**config.mk**
```make
export PLATFORM = sky130hd
export DESIGN_NAME = fifo_gray_ptr_ctrl
export DESIGN_NICKNAME = d
export VERILOG_FILES = /design/src/rtl/fifo_gray_ptr_ctrl.sv
export SDC_FILE = /design/constraint.sdc
export NUM_CORES = 1
export LEC_CHECK = 0
export CAP_MARGIN = 25
export CORE_UTILIZATION = 50
export DETAILED_ROUTE_END_ITERATION = 16
export GPL_TIMING_DRIVEN = 0
export PLACE_DENSITY = 0.8
export SLEW_MARGIN = 20
export SYNTH_ARGS = -nofsm -noshare
export SYNTH_HDL_FRONTEND = slang
export SYNTH_SLANG_ARGS = --single-unit
export TNS_END_PERCENT = 30
```
**constraint.sdc**
```tcl
create_clock -name clk -period 4.4 [get_ports clk]
set_input_delay 0.88 -clock clk [delete_from_list [all_inputs] [get_ports clk]]
set_output_delay 0.88 -clock clk [all_outputs]
set_load 0.005 [all_outputs]
```
**src/rtl/fifo_gray_ptr_ctrl.sv**
```systemverilog
// fifo_gray_ptr_ctrl: one pointer domain of an asynchronous FIFO.
// IS_WRITE=1 builds the write side (flag = full), IS_WRITE=0 the read side
// (flag = empty). The local binary/Gray pointer pair advances on inc when the
// flag is clear; the opposite domain's Gray pointer is brought in through a
// plain SYNC_STAGES-deep flop chain and decoded to binary for flag and level.
// Optional feature: define GRAY_PTR_CTRL_ALMOST_EN to add the registered
// almost output (almost full / almost empty, threshold ALMOST_TH).
module fifo_gray_ptr_ctrl #(
    parameter int ADDR_W      = 3,
    parameter int SYNC_STAGES = 2,
    parameter int IS_WRITE    = 1,
    parameter int ALMOST_TH   = 2
) (
    input  logic              clk,
    input  logic              rst,
    input  logic              inc,
    input  logic [ADDR_W:0]   remote_ptr,
    output logic [ADDR_W-1:0] adr,
    output logic [ADDR_W:0]   ptr,
    output logic              flag,
    output logic [ADDR_W:0]   level
`ifdef GRAY_PTR_CTRL_ALMOST_EN
    ,
    output logic              almost
`endif
);

    // Reject configurations outside the supported ranges at elaboration time.
    if (ADDR_W < 2 || ADDR_W > 12 || SYNC_STAGES < 2 || SYNC_STAGES > 4 ||
        ALMOST_TH < 0 || ALMOST_TH > (1 << ADDR_W)) begin : g_param_check
        $error("fifo_gray_ptr_ctrl: parameter out of range");
    end

    // Occupancy that means "full" on the write side.
    localparam logic [ADDR_W:0] DEPTH    = {1'b1, {ADDR_W{1'b0}}};
    // Reset value of flag (and almost): full/almost-full clear, empty set.
    localparam logic            FLAG_RST = (IS_WRITE == 0);

    logic [ADDR_W:0]   bin_q, bin_d;
    logic [ADDR_W:0]   ptr_q, ptr_d;
    logic [ADDR_W-1:0] adr_q, adr_d;
    logic              flag_q, flag_d;
    logic [ADDR_W:0]   level_q, level_d;
    logic [ADDR_W:0]   sync_q [SYNC_STAGES];
    logic [ADDR_W:0]   sync_d [SYNC_STAGES];
    logic [ADDR_W:0]   rs;
    logic [ADDR_W:0]   rbin;
    logic              fire;

    // Synchroniser chain: pure wiring between stages, nothing combinational.
    always_comb begin
        sync_d[0] = remote_ptr;
        for (int i = 1; i < SYNC_STAGES; i++) begin
            sync_d[i] = sync_q[i-1];
        end
    end

    // Synchroniser flops, cleared asynchronously.
    always_ff @(posedge clk or posedge rst) begin
        if (rst) begin
            for (int i = 0; i < SYNC_STAGES; i++) begin
                sync_q[i] <= '0;
            end
        end else begin
            for (int i = 0; i < SYNC_STAGES; i++) begin
                sync_q[i] <= sync_d[i];
            end
        end
    end

    // Decode the synchronised Gray pointer: each binary bit is the XOR of
    // all Gray bits at and above it.
    always_comb begin
        rs   = sync_q[SYNC_STAGES-1];
        rbin = '0;
        for (int i = 0; i <= ADDR_W; i++) begin
            rbin[i] = ^(rs >> i);
        end
    end

    // Next pointer state; flag and level use the post-fire pointer so a local
    // push/pop is reflected on the same edge, while remote movement is only
    // seen after synchronisation (pessimistic flags).
    always_comb begin
        fire  = inc & ~flag_q;
        bin_d = bin_q + {{ADDR_W{1'b0}}, fire};
        ptr_d = bin_d ^ (bin_d >> 1);
        adr_d = bin_d[ADDR_W-1:0];
        if (IS_WRITE != 0) begin
            level_d = bin_d - rbin;
            flag_d  = (level_d == DEPTH);
        end else begin
            level_d = rbin - bin_d;
            flag_d  = (bin_d == rbin);
        end
    end

    // Pointer, address, flag and level registers.
    always_ff @(posedge clk or posedge rst) begin
        if (rst) begin
            bin_q   <= '0;
            ptr_q   <= '0;
            adr_q   <= '0;
            flag_q  <= FLAG_RST;
            level_q <= '0;
        end else begin
            bin_q   <= bin_d;
            ptr_q   <= ptr_d;
            adr_q   <= adr_d;
            flag_q  <= flag_d;
            level_q <= level_d;
        end
    end

    assign adr   = adr_q;
    assign ptr   = ptr_q;
    assign flag  = flag_q;
    assign level = level_q;

`ifdef GRAY_PTR_CTRL_ALMOST_EN
    localparam logic [ADDR_W:0] TH_V = (ADDR_W+1)'(ALMOST_TH);

    logic almost_q, almost_d;

    // Almost flag from the same next-state occupancy as flag.
    always_comb begin
        if (IS_WRITE != 0) begin
            almost_d = (level_d >= (DEPTH - TH_V));
        end else begin
            almost_d = (level_d <= TH_V);
        end
    end

    // Almost register.
    always_ff @(posedge clk or posedge rst) begin
        if (rst) begin
            almost_q <= FLAG_RST;
        end else begin
            almost_q <= almost_d;
        end
    end

    assign almost = almost_q;
`endif

endmodule

```
# ---- Word-level counts from Yosys, hierarchy flattened
# Cells that the tools add are included.
dict set report classes {
  addsub 2
  eq_ne 1
  bitwise_logic 3
  reduce_logical 4
}
# cell n
set ops {}
lappend ops {{XOR reduction 4 bit} 4}
lappend ops {{adder 4 x 1 -> 4 bit} 1}
lappend ops {{equality test 4 bit (second input constant)} 1}
lappend ops {{subtractor 4 bit} 1}
lappend ops {{XOR 4 x 3 -> 4 bit} 1}
lappend ops {{AND 1 bit} 1}
lappend ops {{NOT 1 bit} 1}
dict set report word_totals {
  reg_bits 24
  out_inout_bits 12
  word_cells 17
}

# ---- Depth between registers and ports, before layout
# Gate-level depths: netlist of run 1.
dict set report depth {
  word_depth 5
  mapped_depth 9
  ltp_nobuf 9
}

# ---- Worst setup path before layout of run 1
# OpenSTA, ideal clock, no wires.
dict set report synth_timing {
  path_type {input -> register}
  from {in inc}
  to {reg flag_q, in the netlist flag}
  setup_ns 0.122
  arrival_ns 2.623
  t_required_ns 4.278
  setup_slack_ns 1.655
  cell_stages 9
  path_cell_list {nor2b_1 > ha_1 > ha_1 > inv_1 > xnor2_1 > ha_1 > and2_1 > or3_2 > o2111a_1}
}
dict set report synth_via {
  elab_chain_len 4
}
# item line
set synth_lines {}
lappend synth_lines {{from (decl)} 16} ;# input logic inc,
lappend synth_lines {{AND 1 bit} 85} ;# fire = inc & ~flag_q;
lappend synth_lines {{adder 4 x 1 -> 4 bit} 86} ;# bin_d = bin_q + {{ADDR_W{1'b0}}, fire};
lappend synth_lines {{net bin_d[1]} 39} ;# logic [ADDR_W:0] bin_q, bin_d;
lappend synth_lines {{subtractor 4 bit} 90} ;# level_d = bin_d - rbin;
lappend synth_lines {{equality test 4 bit} 91} ;# flag_d = (level_d == DEPTH);
lappend synth_lines {{net flag_d} 42} ;# logic flag_q, flag_d;
lappend synth_lines {{to (signal assigned)} 110} ;# flag_q <= flag_d;
lappend synth_lines {{to (decl)} 42}
# The timed path passes the listed nets, and every way through them passes these cells.

# ---- Worst setup path after layout of run 1
# Same ends and word-level chain as after synthesis.

==> summary.json, run 1 <==
{
  "timing_worst_setup_path_type": {"value": "primary input to flop"},
  "tritoncts": {"value": "done"},
  "ff2ff_path_depth": {"value": 9},
  "data_arrival_time_of_the_worst_path": {"value": 3.17, "unit": "ns"},
  "clock_latency": {"value": 0.30, "unit": "ns"},
  "detailedRoute.firstPassIterationCount": {"value": 4},
  "clkSlewWorstSetupHoldPaths": {"value": 0.11, "unit": "ns"},
  "timing_worst_slew_pin_value": {"value": 0.7136, "unit": "ns"},
  "power.density_cell_area": {"value": 789.6, "unit": "mW/mm^2"},
  "top_fanout_value_on_the_critical_path": {"value": 7},
  "synth-async-reset-ratio": {"value": 100.0, "unit": "%"},
  "synthFlopType": {"value": "dfrtp_1"},
  "max_slew_margin": {"value": 52.38, "unit": "%"},
  "drv_slew": {"value": 0},
  "number_of_maximum_capacitance_violations": {"value": 0},
  "yosysUniqueCellTypes": {"value": 23},
  "die_h": {"value": 42.52, "unit": "um"},
  "unrepaired_setup_endpoints_after_global_routing": {"value": "no"},
  "layout_net_count": {"value": 94},
  "cp_data_required_time": {"value": 4.60, "unit": "ns"},
  "globalRouteTotalUtil": {"value": 16.73, "unit": "%"},
  "antenna_cells": {"value": 0},
  "postCtsSetupBuffers": {"value": 0},
  "via_count_of_the_first_global_routing_pass": {"value": 489},
  "timing.critical_path.from_type": {"value": "primary input"},
  "drive_above_1_share": {"value": 10.98, "unit": "%"},
  "row_count": {"value": 14},
  "placeableCoreArea": {"value": 0.001524, "unit": "sq mm"},
  "totalWireLength": {"value": 1.249, "unit": "mm"},
  "ioPinCount": {"value": 19},
  "final.period_utilization": {"value": 67.67, "unit": "%"},
  "cts_max_level": {"value": 1},
  "post-synth-top-area-fraction": {"value": 60.98, "unit": "%"},
  "endpoint_kind": {"value": "flop"},
  "max_freq": {"value": 335.8, "unit": "MHz"},
  "synth_area_leaders": {"value": "dfrtp_1, xnor2_1, ha_1"},
  "vdd.ir_drop.worst": {"value": 0.3870, "unit": "mV"},
  "synthesis.nets": {"value": 71},
  "timing.hold.ws": {"value": 0.3611, "unit": "ns"},
  "cts_num_sinks": {"value": 20},
  "grt_antenna_before_repair": {"value": 0},
  "fin_skew": {"value": 0.004099, "unit": "ns"},
  "hpwl_after_detailed_placement": {"value": 959.4, "unit": "um"},
  "hold_path_depth": {"value": 0},
  "numPortBuffers": {"value": 18},
  "min_period": {"value": 2.978, "unit": "ns"},
  "cell_taking_the_most_area_after_synthesis": {"value": "dfrtp_1"},
  "finalHoldViolCount": {"value": 0},
  "setup_total_negative_slack": {"value": 0, "unit": "ns"},
  "area_growth_syn_to_layout": {"value": 28.81, "unit": "%"},
  "number_of_synthesized_flops_with_an_enable_pin": {"value": 0},
  "min-delay-path-class": {"value": "flop to flop"},
  "clock_path_buffers": {"value": 2},
  "cts_hold_buf": {"value": 0},
  "grt.overflow.total": {"value": 0},
  "width_of_the_chip": {"value": 42.52, "unit": "um"},
  "routabilityCongestion": {"value": 0.7574},
  "first_iter_violations": {"value": 3},
  "fin_cells": {"value": 98},
  "number_of_cells_produced_by_synthesis": {"value": 60},
  "syn_area_per_cell": {"value": 13.68, "unit": "sq um"},
  "via_per_inst": {"value": 5.041},
  "post_drt_wl_per_cell": {"value": 12.74, "unit": "um"},
  "synth_most_common_cell": {"value": "dfrtp_1"},
  "fp.dieArea": {"value": 0.001808, "unit": "sq mm"},
  "p_leak": {"value": 0.4794, "unit": "nW"},
  "cts_inserted_buffers": {"value": 3},
  "yosys_warnings": {"value": 0},
  "outcome": {"value": "finished, final reports clean"},
  "syn_area": {"value": 820.8, "unit": "sq um"},
  "flip_flop_and_latch_count_after_synthesis": {"value": 20},
  "route.detailed.drc": {"value": 0},
  "post_route_antenna_net_violation_count": {"value": 0},
  "grt_start_max_net_pins": {"value": 21},
  "place_inst": {"value": 94},
  "synth.top_cells.by_count": {"value": "dfrtp_1, xnor2_1, inv_1, ha_1"},
  "dr_total_vias": {"value": 494},
  "finalSetupViolCount": {"value": 0},
  "cts_root_buf": {"value": "clkbuf_4"},
  "starting_density_of_the_core": {"value": 53.86, "unit": "%"},
  "seq_area_frac_synth": {"value": 60.98, "unit": "%"},
  "post_cts_resized": {"value": 0},
  "grt_pass1_wl": {"value": 2.132, "unit": "mm"}
}
==> where the power goes <==
part,switching [mW],internal (mW)
Clock,0.0545,0.0505
Combinational,0.202,0.248
Sequential,0.0294,0.251
Total,0.286,0.549
==> layout by cell type, fill, tap and decap left out, types with 3 or more instances in the layout <==
master and instances:
xnor2_1 8, inv_1 5, ha_1 4, clkdlybuf4s50_1 18, dfrtp_1 20, nor2b_1 3, xor2_1 3, clkbuf_4 3
==> kinds of logic after synthesis <==
| family | share of synthesized area, % |
|---|---|
| simple gates | 7.013 |
| mux | 1.220 |
| buf+inv | 2.744 |
| fa+ha+maj | 8.689 |
| compound gates | 5.640 |
| xor+xnor | 13.72 |
| flops | 60.98 |
==> final cells by class <==
cell class	count	area, sq um
Timing Repair Buffer	18	180.2
Tap cell	16	20.02
Multi-Input combinational cell	34	297.8
Fill cell	103	466.7
Sequential cell	20	500.5
Inverter	6	22.52
Clock buffer	4	36.28
==> critical path, cell delays in order <==
cell and delay, ns:
clkdlybuf4s50_1 0.39, nor2b_1 0.13, ha_1 0.19, ha_1 0.42, inv_1 0.10, xnor2_1 0.14
ha_1 0.22, and2_1 0.14, or3_2 0.42, o2111a_1 0.14
==> metrics by stage <==
step	util, %	area (sq um)	power, mW	worst slack, ns
final	69.38	1057	0.8349	1.422
after detailed placement	67.00	1021	0.7384	1.092
after global placement	67.00	1021	0.7122	1.122
after floorplan	-	820.8	0.5608	1.655
after CTS	69.38	1057	0.8469	1.410
after global routing	69.38	1057	0.9001	1.296
==> per-layer routing <==
layer | vias to the layer above | wire, um | track usage [%]
met1 | 235 | 513 | 19.02
met3 | 4 | 43 | 4.310
met4 | 0 | 25 | 9.375
met5 | - | 0 | 0
met2 | 16 | 666 | 28.31
li1 | 239 | - | -
==> state kept, by name, indices dropped and copies added, names as in the netlist <==
signal  flops
bin_q       4
flag        1
level       4
ptr         3
rs          4
sync_d      4
==> path summary, 6_finish.rpt <==
path                            slack, ns                 from                   to
min in group asynchronous            0.98                  rst  sync_d[2]$_DFF_PP0_
worst max-delay path                 1.42                  inc       flag$_DFF_PP0_
worst min-delay path                 0.36  sync_d[3]$_DFF_PP0_      rs[3]$_DFF_PP0_
worst min register to register       0.36  sync_d[3]$_DFF_PP0_      rs[3]$_DFF_PP0_
worst max register to register       2.01      rs[2]$_DFF_PP0_       flag$_DFF_PP0_
max in group asynchronous            2.97                  rst   level[0]$_DFF_PP0_
No activity file was read; power rests on OpenSTA's default activity.
==> inputs of run 2 (changes only) <==
--- a/config.mk
+++ b/config.mk
@@ -6,10 +6,11 @@
 export NUM_CORES = 1
 export LEC_CHECK = 0
 export CAP_MARGIN = 25
-export CORE_UTILIZATION = 50
+export CORE_ASPECT_RATIO = 0.75
+export CORE_UTILIZATION = 47
 export DETAILED_ROUTE_END_ITERATION = 16
 export GPL_TIMING_DRIVEN = 0
-export PLACE_DENSITY = 0.8
+export PLACE_DENSITY = 0.76
 export SLEW_MARGIN = 20
 export SYNTH_ARGS = -nofsm -noshare
 export SYNTH_HDL_FRONTEND = slang
==> constraint.sdc (replaced) <==
create_clock -name clk -period 2.9 [get_ports clk]
set_input_delay 0.58 -clock clk [delete_from_list [all_inputs] [get_ports clk]]
set_output_delay 0.58 -clock clk [all_outputs]
set_load 0.005 [all_outputs]
==> run 2 against run 1 <==
Effect of this change:
- clock skew down 0.0033 ns
- routed wire length down 13%
- worst hold slack worse by 0.0027 ns
- count of clock-buffer cells in the layout down 1
- via count down 1.8%
- die area up 6.2%
- first-iteration DRC count down 33%
- clock power up 10%
- non-clock buffer count unchanged
- utilization down 2.1 points
- critical path type unchanged
- critical endpoint unchanged
- largest cell class unchanged
- largest power group unchanged
- highest routed layer unchanged
==> summary.json, run 2 (synthesis gave the netlist of run 1 again) <==
{
  "outcome": {"value": "finished, final reports clean", "change": "unchanged"},
  "unrepaired_setup_endpoints_after_global_routing": {"value": "no", "change": "unchanged"},
  "post_cts_resized": {"value": 0, "change": "unchanged"},
  "worst_r2r_setup_slack": {"value": 0.53, "unit": "ns", "change": "was 2.01 ns"},
  "clock_path_buffers": {"value": 2, "change": "unchanged"},
  "endpoint_kind": {"value": "flop", "change": "unchanged"},
  "cts_max_level": {"value": 1, "change": "unchanged"},
  "drive_above_1_share": {"value": 9.877, "unit": "%", "change": "was 10.98%"},
  "globalRouteTotalUtil": {"value": 15.01, "unit": "%", "change": "was 16.73%"},
  "tritoncts": {"value": "done", "change": "unchanged"},
  "switching_share": {"value": 33.69, "unit": "%", "change": "was 34.21%"},
  "finalSetupViolCount": {"value": 0, "change": "unchanged"},
  "antenna_cells": {"value": 0, "change": "unchanged"},
  "cts_hold_buf": {"value": 0, "change": "unchanged"},
  "critical-path-slowest-cell": {"value": "or3_2", "change": "was ha_1"},
  "cts_num_sinks": {"value": 20, "change": "unchanged"},
  "vdd.ir_drop.worst": {"value": 0.6327, "unit": "mV", "change": "was 0.3870 mV"},
  "numPortBuffers": {"value": 18, "change": "unchanged"},
  "max_slew_margin": {"value": 52.53, "unit": "%", "change": "was 52.38%"},
  "cp_data_required_time": {"value": 3.08, "unit": "ns", "change": "was 4.60 ns"},
  "via_count_of_the_first_global_routing_pass": {"value": 449, "change": "was 489"},
  "post_route_antenna_net_violation_count": {"value": 0, "change": "unchanged"},
  "grt_antenna_before_repair": {"value": 0, "change": "unchanged"},
  "power.density_cell_area": {"value": 1153, "unit": "mW/mm^2", "change": "was 789.6 mW/mm^2"},
  "p_leak": {"value": 0.4722, "unit": "nW", "change": "was 0.4794 nW"},
  "drv_slew": {"value": 0, "change": "unchanged"},
  "grt_pass1_wl": {"value": 1.904, "unit": "mm", "change": "was 2.132 mm"},
  "fin_cells": {"value": 102, "change": "was 98"},
  "mostFrequentLayoutCell": {"value": "dfrtp_1", "change": "unchanged"},
  "clock_latency": {"value": 0.28, "unit": "ns", "change": "was 0.30 ns"},
  "starting_density_of_the_core": {"value": 52.56, "unit": "%", "change": "was 53.86%"},
  "first_iter_violations": {"value": 2, "change": "was 3"},
  "timing.critical_path.from_type": {"value": "primary input", "change": "unchanged"},
  "timing_worst_slew_pin_value": {"value": 0.7113, "unit": "ns", "change": "was 0.7136 ns"},
  "max_freq": {"value": 371.7, "unit": "MHz"},
  "hp-start": {"value": "sync_d[2]$_DFF_PP0_", "change": "was sync_d[3]$_DFF_PP0_"},
  "row_count": {"value": 12, "change": "was 14"},
  "final.period_utilization": {"value": 92.77, "unit": "%"},
  "totalPowerFinal": {"value": 1.211, "unit": "mW", "change": "was 0.8349 mW"},
  "postCtsSetupBuffers": {"value": 0, "change": "unchanged"},
  "area_growth_syn_to_layout": {"value": 27.90, "unit": "%", "change": "was 28.81%"},
  "totalWireLength": {"value": 1.090, "unit": "mm", "change": "was 1.249 mm"},
  "finalHoldViolCount": {"value": 0, "change": "unchanged"},
  "hold_path_depth": {"value": 0, "change": "unchanged"},
  "clkSlewWorstSetupHoldPaths": {"value": 0.09, "unit": "ns", "change": "was 0.11 ns"},
  "worstHoldEndpoint": {"value": "rs[2]$_DFF_PP0_", "change": "was rs[3]$_DFF_PP0_"},
  "min_period": {"value": 2.690, "unit": "ns"},
  "ioPinCount": {"value": 19, "change": "unchanged"},
  "cts_root_buf": {"value": "clkbuf_4", "change": "unchanged"},
  "data_arrival_time_of_the_worst_path": {"value": 2.87, "unit": "ns", "change": "was 3.17 ns"},
  "cts_inserted_buffers": {"value": 3, "change": "unchanged"},
  "grt.overflow.total": {"value": 0, "change": "unchanged"},
  "layout_setup_ws": {"value": 0.2097, "unit": "ns", "change": "was 1.422 ns"},
  "dr_total_vias": {"value": 485, "change": "was 494"},
  "critical_path.most_common_cell": {"value": "ha_1", "change": "unchanged"},
  "fp.dieArea": {"value": 0.001919, "unit": "sq mm", "change": "was 0.001808 sq mm"},
  "r2r_start": {"value": "rs[3]$_DFF_PP0_", "change": "was rs[2]$_DFF_PP0_"},
  "place_inst": {"value": 99, "change": "was 94"},
  "combinationalPowerShare": {"value": 55.6, "unit": "%", "change": "was 53.8%"},
  "p_int": {"value": 0.8027, "unit": "mW", "change": "was 0.5493 mW"},
  "die_h": {"value": 38.19, "unit": "um", "change": "was 42.52 um"},
  "fin_skew": {"value": 0.0007847, "unit": "ns", "change": "was 0.004099 ns"},
  "via_per_inst": {"value": 4.755, "change": "was 5.041"},
  "critical_path.max_stage_delay": {"value": 0.42, "unit": "ns", "change": "about the same"},
  "number_of_maximum_capacitance_violations": {"value": 0, "change": "unchanged"},
  "post_drt_wl_per_cell": {"value": 10.69, "unit": "um", "change": "was 12.74 um"},
  "power.clock.fraction": {"value": 9.5, "unit": "%", "change": "was 12.6%"},
  "ff2ff_path_depth": {"value": 9, "change": "unchanged"},
  "routabilityCongestion": {"value": 0.6883, "change": "was 0.7574"},
  "p_seq_share": {"value": 34.9, "unit": "%", "change": "was 33.6%"},
  "switching_power": {"value": 0.4079, "unit": "mW", "change": "was 0.2856 mW"},
  "placeableCoreArea": {"value": 0.001562, "unit": "sq mm", "change": "was 0.001524 sq mm"},
  "layout.cells.most_common_list": {"value": "dfrtp_1, clkdlybuf4s50_1, xnor2_1", "change": "unchanged"},
  "route.detailed.drc": {"value": 0, "change": "unchanged"},
  "width_of_the_chip": {"value": 50.26, "unit": "um", "change": "was 42.52 um"},
  "min-delay-path-class": {"value": "flop to flop", "change": "unchanged"},
  "timing_worst_setup_path_type": {"value": "primary input to flop", "change": "unchanged"},
  "grt_start_max_net_pins": {"value": 21, "change": "unchanged"},
  "rr_endpoint": {"value": "flag$_DFF_PP0_", "change": "unchanged"},
  "top_fanout_value_on_the_critical_path": {"value": 7, "change": "unchanged"},
  "detailedRoute.firstPassIterationCount": {"value": 4, "change": "unchanged"},
  "timing.critical_path.cells": {"value": "clkdlybuf4s50_1 > nor2b_1 > ha_1 > ha_1 > inv_1 > xnor2_1 > ha_1 > and2_1 > or3_2 > o2111a_1", "change": "unchanged"},
  "pre_cts_ws": {"value": -0.09070, "unit": "ns", "change": "was 1.092 ns"},
  "layout_net_count": {"value": 94, "change": "unchanged"}
}
==> run 2: power groups by stage <==
stage               registers (mW)  clock network [mW]  logic (mW)
finish                       0.423               0.116       0.673
global route                 0.435               0.138       0.754
floorplan                    0.442                   0       0.409
CTS                          0.423               0.124       0.683
detailed placement           0.429                   0       0.683
global placement             0.426                   0       0.659
==> run 2: metal layers <==
| metal | up-vias | wire (um) | global-route usage (%) |
|---|---|---|---|
| li1 | 237 | - | - |
| met4 | 0 | 11 | 6.429 |
| met5 | - | 0 | 0 |
| met3 | 2 | 75 | 7.143 |
| met2 | 17 | 520 | 25.33 |
| met1 | 229 | 482 | 16.41 |
==> run 2: worst max path at each step <==
stage / from / end / slack (ns)
2_1_floorplan: inc / flag$_DFF_PP0_ / 0.46
3_3_place_gp: inc / flag$_DFF_PP0_ / -0.08
3_5_place_dp: inc / flag$_DFF_PP0_ / -0.09
4_1_cts: inc / flag$_DFF_PP0_ / 0.20
5_1_grt: inc / flag$_DFF_PP0_ / 0.1
6_report: inc / flag$_DFF_PP0_ / 0.21
==> run 2: area by class of cell <==
cell class	count	area (sq um)
Clock buffer	3	22.52
Fill cell	122	511.7
Inverter	6	22.52
Multi-Input combinational cell	34	297.8
Sequential cell	20	500.5
Tap cell	21	26.28
Timing Repair Buffer	18	180.2
==> run 2: critical path, delay by kind of cell <==
family	cells	cell delay, ns
simple gates	3	0.69
compound gates	1	0.14
fa+ha+maj	3	0.82
buf+inv	2	0.49
xor+xnor	1	0.14
==> run 2: metrics by stage <==
stage          hold WS, ns  instance area [sq um]  setup TNS (ns)  utilization [%]
3_3_place_gp        0.3336                   1027        -0.08341            65.79
5_1_grt             0.3675                   1050               0            67.23
3_5_place_dp        0.3405                   1027        -0.09070            65.79
2_1_floorplan       0.3312                  820.8               0                -
4_1_cts             0.3631                   1050               0            67.23
6_report            0.3584                   1050               0            67.23
